$ cat src/rtl/mem_access_ctrl_if.sv
// Data-memory req/ack port between the MEM-stage controller (master) and the memory (slave).
interface mem_access_ctrl_if;
   logic        dmem_req;
   logic        dmem_we;
   logic [31:0] dmem_addr;
   logic [3:0]  dmem_be;
   logic [31:0] dmem_wdata;
   logic        dmem_ack;
   logic        dmem_err;
   logic [31:0] dmem_rdata;

   modport master (
      output dmem_req, dmem_we, dmem_addr, dmem_be, dmem_wdata,
      input  dmem_ack, dmem_err, dmem_rdata
   );

   modport slave (
      input  dmem_req, dmem_we, dmem_addr, dmem_be, dmem_wdata,
      output dmem_ack, dmem_err, dmem_rdata
   );
endinterface

$ cat src/rtl/mem_access_ctrl.sv
// MEM-stage sequencer: turns the EX/MEM access into a req/ack transaction, stalls the
// pipeline until it completes and defers branch flushes raised while stalled.
module mem_access_ctrl #(
   parameter int unsigned TIMEOUT_CYC = 255,
   parameter int unsigned CNT_W       = 8
) (
   input  logic               clk,
   input  logic               reset_n,
   input  logic               mem_nop,
   input  logic               exmem_mem_r,
   input  logic               exmem_mem_w,
   input  logic [3:0]         mem_byte_w_en_out,
   input  logic [31:0]        exmem_alu_res,
   input  logic [31:0]        exmem_aligned_rt_data,
   input  logic               flush_req,
   mem_access_ctrl_if.master  dmem,
   output logic               cu_stall,
   output logic               cu_flush,
   output logic [31:0]        load_data,
   output logic               load_valid,
   output logic               bus_err,
   output logic               timeout
);

   typedef enum logic [1:0] {StIdle, StReq, StDone} state_e;

   localparam logic [CNT_W-1:0] CntLast = CNT_W'(TIMEOUT_CYC - 1);

   state_e           state;
   logic             flush_pend;
   logic [CNT_W-1:0] cnt;
   logic             access;

   assign access = !mem_nop && (exmem_mem_r || exmem_mem_w);

   // Gated by reset so nothing is frozen or flushed while the core is held in reset.
   assign cu_stall = reset_n && ((state == StIdle && access) || state == StReq);
   assign cu_flush = reset_n && !cu_stall && (flush_req || flush_pend);

   always_ff @(posedge clk or negedge reset_n) begin
      if (!reset_n) begin
         state           <= StIdle;
         flush_pend      <= 1'b0;
         cnt             <= '0;
         dmem.dmem_req   <= 1'b0;
         dmem.dmem_we    <= 1'b0;
         dmem.dmem_addr  <= '0;
         dmem.dmem_be    <= '0;
         dmem.dmem_wdata <= '0;
         load_data       <= '0;
         load_valid      <= 1'b0;
         bus_err         <= 1'b0;
         timeout         <= 1'b0;
      end else begin
         load_valid <= 1'b0;
         bus_err    <= 1'b0;
         timeout    <= 1'b0;

         // Pipeline registers ignore cu_flush while stalled, so hold the flush until release.
         if (cu_stall) begin
            if (flush_req) flush_pend <= 1'b1;
         end else begin
            flush_pend <= 1'b0;
         end

         unique case (state)
            StIdle: begin
               if (access) begin
                  state           <= StReq;
                  dmem.dmem_req   <= 1'b1;
                  dmem.dmem_we    <= exmem_mem_w;
                  dmem.dmem_addr  <= {exmem_alu_res[31:2], 2'b00};
                  dmem.dmem_be    <= exmem_mem_w ? mem_byte_w_en_out : 4'hF;
                  dmem.dmem_wdata <= exmem_aligned_rt_data;
                  cnt             <= '0;
               end
            end
            StReq: begin
               if (dmem.dmem_ack) begin
                  state         <= StDone;
                  dmem.dmem_req <= 1'b0;
                  bus_err       <= dmem.dmem_err;
                  if (!dmem.dmem_we) begin
                     load_data  <= dmem.dmem_rdata;
                     load_valid <= 1'b1;
                  end
               end else begin
                  cnt <= cnt + 1'b1;
                  if (cnt == CntLast) begin
                     state         <= StDone;
                     dmem.dmem_req <= 1'b0;
                     timeout       <= 1'b1;
                     load_data     <= '0;
                     load_valid    <= !dmem.dmem_we;
                  end
               end
            end
            StDone: state <= StIdle;
            default: state <= StIdle;
         endcase
      end
   end

endmodule
$ cat src/flat_wrapper.sv
// flat-port wrapper written by rule: the top's interface ports become plain ports
module mem_access_ctrl_flat 
#(
   parameter int unsigned TIMEOUT_CYC = 255,
   parameter int unsigned CNT_W       = 8
)
  (clk, reset_n, mem_nop, exmem_mem_r, exmem_mem_w, mem_byte_w_en_out, exmem_alu_res, exmem_aligned_rt_data, flush_req, cu_stall, cu_flush, load_data, load_valid, bus_err, timeout, dmem_dmem_req, dmem_dmem_we, dmem_dmem_addr, dmem_dmem_be, dmem_dmem_wdata, dmem_dmem_ack, dmem_dmem_err, dmem_dmem_rdata);
  mem_access_ctrl_if dmem_i ();
  input  logic clk;
  input  logic reset_n;
  input  logic mem_nop;
  input  logic exmem_mem_r;
  input  logic exmem_mem_w;
  input  logic [3:0] mem_byte_w_en_out;
  input  logic [31:0] exmem_alu_res;
  input  logic [31:0] exmem_aligned_rt_data;
  input  logic flush_req;
  output logic cu_stall;
  output logic cu_flush;
  output logic [31:0] load_data;
  output logic load_valid;
  output logic bus_err;
  output logic timeout;
  output wire logic [$bits(dmem_i.dmem_req)-1:0] dmem_dmem_req;
  output wire logic [$bits(dmem_i.dmem_we)-1:0] dmem_dmem_we;
  output wire logic [$bits(dmem_i.dmem_addr)-1:0] dmem_dmem_addr;
  output wire logic [$bits(dmem_i.dmem_be)-1:0] dmem_dmem_be;
  output wire logic [$bits(dmem_i.dmem_wdata)-1:0] dmem_dmem_wdata;
  input wire logic [$bits(dmem_i.dmem_ack)-1:0] dmem_dmem_ack;
  input wire logic [$bits(dmem_i.dmem_err)-1:0] dmem_dmem_err;
  input wire logic [$bits(dmem_i.dmem_rdata)-1:0] dmem_dmem_rdata;
  assign dmem_dmem_req = dmem_i.dmem_req;
  assign dmem_dmem_we = dmem_i.dmem_we;
  assign dmem_dmem_addr = dmem_i.dmem_addr;
  assign dmem_dmem_be = dmem_i.dmem_be;
  assign dmem_dmem_wdata = dmem_i.dmem_wdata;
  assign dmem_i.dmem_ack = dmem_dmem_ack;
  assign dmem_i.dmem_err = dmem_dmem_err;
  assign dmem_i.dmem_rdata = dmem_dmem_rdata;
  mem_access_ctrl #(.TIMEOUT_CYC(TIMEOUT_CYC), .CNT_W(CNT_W)) u_core (.clk(clk), .reset_n(reset_n), .mem_nop(mem_nop), .exmem_mem_r(exmem_mem_r), .exmem_mem_w(exmem_mem_w), .mem_byte_w_en_out(mem_byte_w_en_out), .exmem_alu_res(exmem_alu_res), .exmem_aligned_rt_data(exmem_aligned_rt_data), .flush_req(flush_req), .dmem(dmem_i), .cu_stall(cu_stall), .cu_flush(cu_flush), .load_data(load_data), .load_valid(load_valid), .bus_err(bus_err), .timeout(timeout));
endmodule
$ cat config.mk
export PLATFORM = sky130hd
export DESIGN_NAME = mem_access_ctrl_flat
export DESIGN_NICKNAME = d
export VERILOG_FILES = /design/src/rtl/mem_access_ctrl_if.sv /design/src/rtl/mem_access_ctrl.sv /design/src/flat_wrapper.sv
export SDC_FILE = /design/constraint.sdc
export NUM_CORES = 1
export LEC_CHECK = 0
export ABC_AREA = 1
export BUFFER_PORTS_ARGS = -buffer_cell sky130_fd_sc_hd__buf_2
export CORE_MARGIN = 2
export CORE_UTILIZATION = 45
export DETAILED_ROUTE_END_ITERATION = 10
export GPL_ROUTABILITY_DRIVEN = 0
export GPL_TIMING_DRIVEN = 0
export PLACE_DENSITY = 0.75
export SLEW_MARGIN = 20
export SYNTH_ARGS = -nofsm -noshare
export SYNTH_HDL_FRONTEND = slang
export SYNTH_SLANG_ARGS = --single-unit
$ cat constraint.sdc
create_clock -name clk -period 1.9 [get_ports clk]
set_input_delay 0.095 -clock clk [delete_from_list [all_inputs] [get_ports clk]]
set_output_delay 0.095 -clock clk [all_outputs]
set_load 0.05 [all_outputs]
# == Word level (Yosys, flattened, before mapping) ==
# Cells that the tools add are included.
# classes
n_reduce_logical,19
eq_ne,7
n_mux,26
n_addsub,1
# op_table
operator,count
two-way mux 32 bit,3
two-way mux 8 bit,2
one-hot mux 8 bit (2 select lines),1
two-way mux 1 bit,14
AND reduction 3 bit,3
adder 8 x 1 -> 8 bit (second input constant),1
equality test 8 bit (second input constant),1
two-way mux 2 bit,3
!= test 2 bit (second input constant),3
logical AND 1 bit,5
two-way mux 4 bit,1
one-hot mux 2 bit (2 select lines),1
AND reduction 2 bit,2
nonzero test 2 bit,2
zero test 1 bit,3
logical OR 1 bit,3
!= test 3 bit (second input constant),1
equality test 2 x 1 -> 1 bit (second input constant),1
zero test 2 bit,1
!= test 2 x 1 -> 1 bit (second input constant),1
one-hot mux 1 bit (2 select lines),1
# word_totals
input_bits,108
ff_bits,114
out_inout_bits,107
elab_cells,65

# == Longest topological paths before layout ==
# depth
depth_word,8
depth_mapped,9
mapped_depth_nobuf,9

# == Worst setup path after synthesis ==
# OpenSTA, ideal clock, no wires.
# synth_timing
path_type,flip-flop to output port
from,register u_core.state[0]
to,output cu_flush
arrival_ns,1.317
path_slack_ns,0.488
stages_incl_launch_ff,6
t_required_ns,1.805
n_path_buf,0
path_cell_list,dfrtp_1 inv_1 nor2_4 inv_4 nand2_2 nor2_1
# synth_between
elab_chain_cells,7
word_cells_on_any_way,8
cone_classes,1 x eq/ne; 7 x reduce/logical
# synth_rtl
item,line,text
from (decl),mem_access_ctrl.sv:29,state_e state;
from (signal assigned),mem_access_ctrl.sv:42,state <= StIdle;
from (signal assigned),mem_access_ctrl.sv:69,state <= StReq;
from (signal assigned),mem_access_ctrl.sv:80,state <= StDone;
zero test 2 bit,mem_access_ctrl.sv:37,assign cu_stall = reset_n && ((state == StIdle && access) || state == StReq);
logical AND 1 bit,mem_access_ctrl.sv:37,
logical OR 1 bit *,mem_access_ctrl.sv:37,
logical AND 1 bit *,mem_access_ctrl.sv:37,
zero test 1 bit *,mem_access_ctrl.sv:38,assign cu_flush = reset_n && !cu_stall && (flush_req || flush_pend);
logical AND 1 bit * (2 in series),mem_access_ctrl.sv:38,
to (decl),flat_wrapper.sv:19,output logic cu_flush;
# Every way passes the cells marked *; elsewhere a longest branch is shown, timed or not.

# == Final worst setup path ==
# layout_timing
from,input exmem_mem_w
to,output cu_flush
# layout_between
elab_chain_cells,8
# layout_rtl
item,line,text
from (decl),flat_wrapper.sv:13,input logic exmem_mem_w;
logical OR 1 bit,mem_access_ctrl.sv:34,assign access = !mem_nop && (exmem_mem_r || exmem_mem_w);
logical AND 1 bit,mem_access_ctrl.sv:34,
logical AND 1 bit,mem_access_ctrl.sv:37,
logical OR 1 bit,mem_access_ctrl.sv:37,
logical AND 1 bit,mem_access_ctrl.sv:37,
zero test 1 bit,mem_access_ctrl.sv:38,
logical AND 1 bit (2 in series),mem_access_ctrl.sv:38,
# No other way between the ends.

==> results_dict.tcl <==
set metrics [dict create \
    maxCapViolations 0 \
    hpwlAfterDp_um 8920 \
    arrival_ns 1.68 \
    cp-start-kind "primary input" \
    die_w_um 107 \
    relSlewSlack 0.421 \
    grt_pass1_vias 5108 \
    cts_buffer_depth 2 \
    syn_area_sq_mm 0.00480 \
    cts_tree "done" \
    yosysWarnings 0 \
    postSynthCellCount 526 \
    yosysUniqueCellTypes 26 \
    slew_viol_final 0 \
    irDropWorstVdd_uv 1020 \
    overflow 0 \
    antenna_found_initial 0 \
    htree_num_levels 4 \
    period_needed_ns 1.78 \
    num_vias 4953 \
    crit_slowest_cell "dlygate4sd3_1" \
    switching_share 0.458 \
    dieArea_sq_mm 0.0115 \
    post-route-drc-count 0 \
    tightest_slew_ns 0.865 \
    grt_setup_unrepaired "no" \
    tns_ns 0 \
    timing.fmax_mhz 563 \
    powerDensity_mw_per_mm2 1630 \
    status "finished clean" \
    finalHoldViolCount 0 \
    place_area_sq_mm 0.00606 \
    drt_iter0_markers 238 \
    grt_start_max_net_pins 57 \
    synth-seq-area-share 0.595 \
    drive_above_1_share 0.350 \
    setup_violations 0 \
    io_buffers 210 \
    clockPowerShare 0.267 \
    num_rows 37 \
    switchingPower_mw 5.86 \
    r2r_slack_ns 0.40 \
    die_h_um 107 \
    root_buffer "clkbuf_8" \
    grt_usage 0.271 \
    core-area_sq_mm 0.0103 \
    first_pass_iters 4 \
    clock_latency_ns 0.52 \
    hold_class "primary input to flip-flop" \
    grt_pass1_wl_um 24200 \
    criticalPathCategory "primary input to primary output" \
    worst_path_most_repeated_cell "buf_2" \
    area_growth_pct 63.5 \
    fin_skew_ns 0.0181 \
    synth.area.top_cells "dfrtp_1 59%, nand2_1 22%, nand3_2 6.3%" \
    insertedDiodeCount 0 \
    path_clk_slew_ns 0.06 \
    cp.required_ns 1.80 \
    min_period_over_period 0.935 \
    cp_cell_sequence "dlygate4sd3_1 -> buf_2 -> inv_1 -> nand2_1 -> nand3_2 -> nand2_2 -> nor2_1 -> buf_2" \
    internal_power_mw 6.93 \
    clock-sinks 114 \
    slowest_delay_ns 0.56 \
    syn_area_per_cell_sq_um 9.12 \
    stdcell_area_sq_mm 0.00785 \
    ios 215 \
    synth_top_cell_by_area "dfrtp_1" \
    seq_power_share 0.298 \
    end_kind "primary output" \
    synth_top_area_share 0.595 \
    cts_buffers 17 \
    wl_um 15100 \
    pwr-share-comb 0.435 \
    ys_ff_latch 114 \
    start_util 0.465 \
    whs_ns 0.109 \
    via_per_inst 4.86 \
    post_drt_wl_per_cell_um 14.8 \
    critPathMaxFanout 6 \
    nets 980 \
    leakage_nw 4.36 \
    ant_nets 0 \
    final_util 0.760 \
]
## worst paths after layout
path	startpoint	endpoint	cells past startpoint
worst max-delay path	exmem_mem_w	cu_flush	8
worst min-delay path	mem_nop	u_core.dmem.dmem_wdata[24]	6
worst max register to register	u_core.cnt[0]	u_core.load_data[3]	8
worst min register to register	u_core.dmem.dmem_wdata[18]	u_core.dmem.dmem_wdata[18]	2
max in group asynchronous	reset_n	u_core.flush_pend	4
min in group asynchronous	reset_n	u_core.cnt[6]	3
## stage by stage
stage / std cells / power [mW] / setup WS (ns)
2_1_floorplan: 527 / 7.71 / 0.488
3_3_place_gp: 873 / 8.99 / -1.08
3_5_place_dp: 874 / 9.10 / 0.297
4_1_cts: 1017 / 12.7 / 0.0322
5_1_grt: 1019 / 13.4 / 0.0218
6_report: 1019 / 12.8 / 0.123
## sequential cells by signal (all words and copies together), names as in the netlist
| register | count |
|---|---|
| u_core.flush_pend | 1 |
| u_core.dmem.dmem_we | 1 |
| u_core.load_data | 32 |
| u_core.dmem.dmem_be | 4 |
| u_core.cnt | 8 |
| u_core.dmem.dmem_addr | 30 |
| u_core.timeout | 1 |
| u_core.bus_err | 1 |
| u_core.load_valid | 1 |
| u_core.dmem.dmem_req | 1 |
| u_core.dmem.dmem_wdata | 32 |
| u_core.state | 2 |
## layer usage
layer,vias to the layer above,track usage,part of all wire,wire (um)
met2,256,0.462,0.50,7530
met4,0,0.124,0.029,436
met3,42,0.0738,0.078,1180
met5,-,0,0,0
li1,2311,-,-,-
met1,2344,0.318,0.40,5980
## cells in the mapped netlist (all sizes together)
cell type  number
dfrtp         114
ha              2
o21ai          12
buf            25
inv            15
nand3          42
a21oi           2
clkinv          1
nor2           17
o31ai           1
nand2         289
o21bai          1
xor2            3
conb            1
clkbuf          1
## cell usage in the layout (no fill, tap or decap), types with 7 or more instances in the layout
master,n
buf_2,220
nor2_1,14
inv_1,12
clkbuf_16,16
buf_6,8
dfrtp_1,114
o21ai_0,9
buf_4,7
dlygate4sd3_1,109
nand2_1,286
nand3_1,11
nand3_2,30
## power groups by stage
stage / Sequential (mW) / Combinational, mW / Clock, mW
after floorplan: 6.62 / 1.10 / 0
after global placement: 3.75 / 5.23 / 0
after detailed placement: 3.78 / 5.32 / 0
after CTS: 3.77 / 5.51 / 3.46
after global routing: 3.90 / 5.89 / 3.57
final: 3.81 / 5.57 / 3.41
## cell type report
| cell class | count | area (sq um) |
|---|---|---|
| Inverter | 16 | 63.8 |
| Multi-Input combinational cell | 371 | 1700 |
| Tap cell | 136 | 170 |
| Clock inverter | 10 | 180 |
| Timing Repair Buffer | 324 | 2240 |
| Fill cell | 634 | 2480 |
| Buffer | 26 | 184 |
| Clock buffer | 22 | 453 |
| Sequential cell | 114 | 2850 |
## cell families (layout without fill, tap and decap cells)
| group | count (synthesis) | count (layout) | share of synthesized area |
|---|---|---|---|
| AO/OA/AOI/OAI | 16 | 16 | 0.0177 |
| XOR/XNOR | 3 | 3 | 0.00548 |
| adder cells (fa/ha/maj) | 2 | 2 | 0.00522 |
| buffers and inverters | 42 | 398 | 0.0516 |
| flip-flops | 114 | 114 | 0.595 |
| other | 1 | 2 | 0.000782 |
| AND/OR/NAND/NOR | 348 | 348 | 0.324 |
## repair_timing
action                     CTS  global route
setup buffers                0             2
hold endpoints to repair   179             0
hold buffers               111             0
setup endpoints to repair    0             1
gates resized for setup      0             1
## critical path, delay by kind of cell
kind | cells | cell delay [ns]
buf+inv | 4 | 1.14
simple gates | 4 | 0.43
Note: power is estimated with default switching activity, not from simulation.
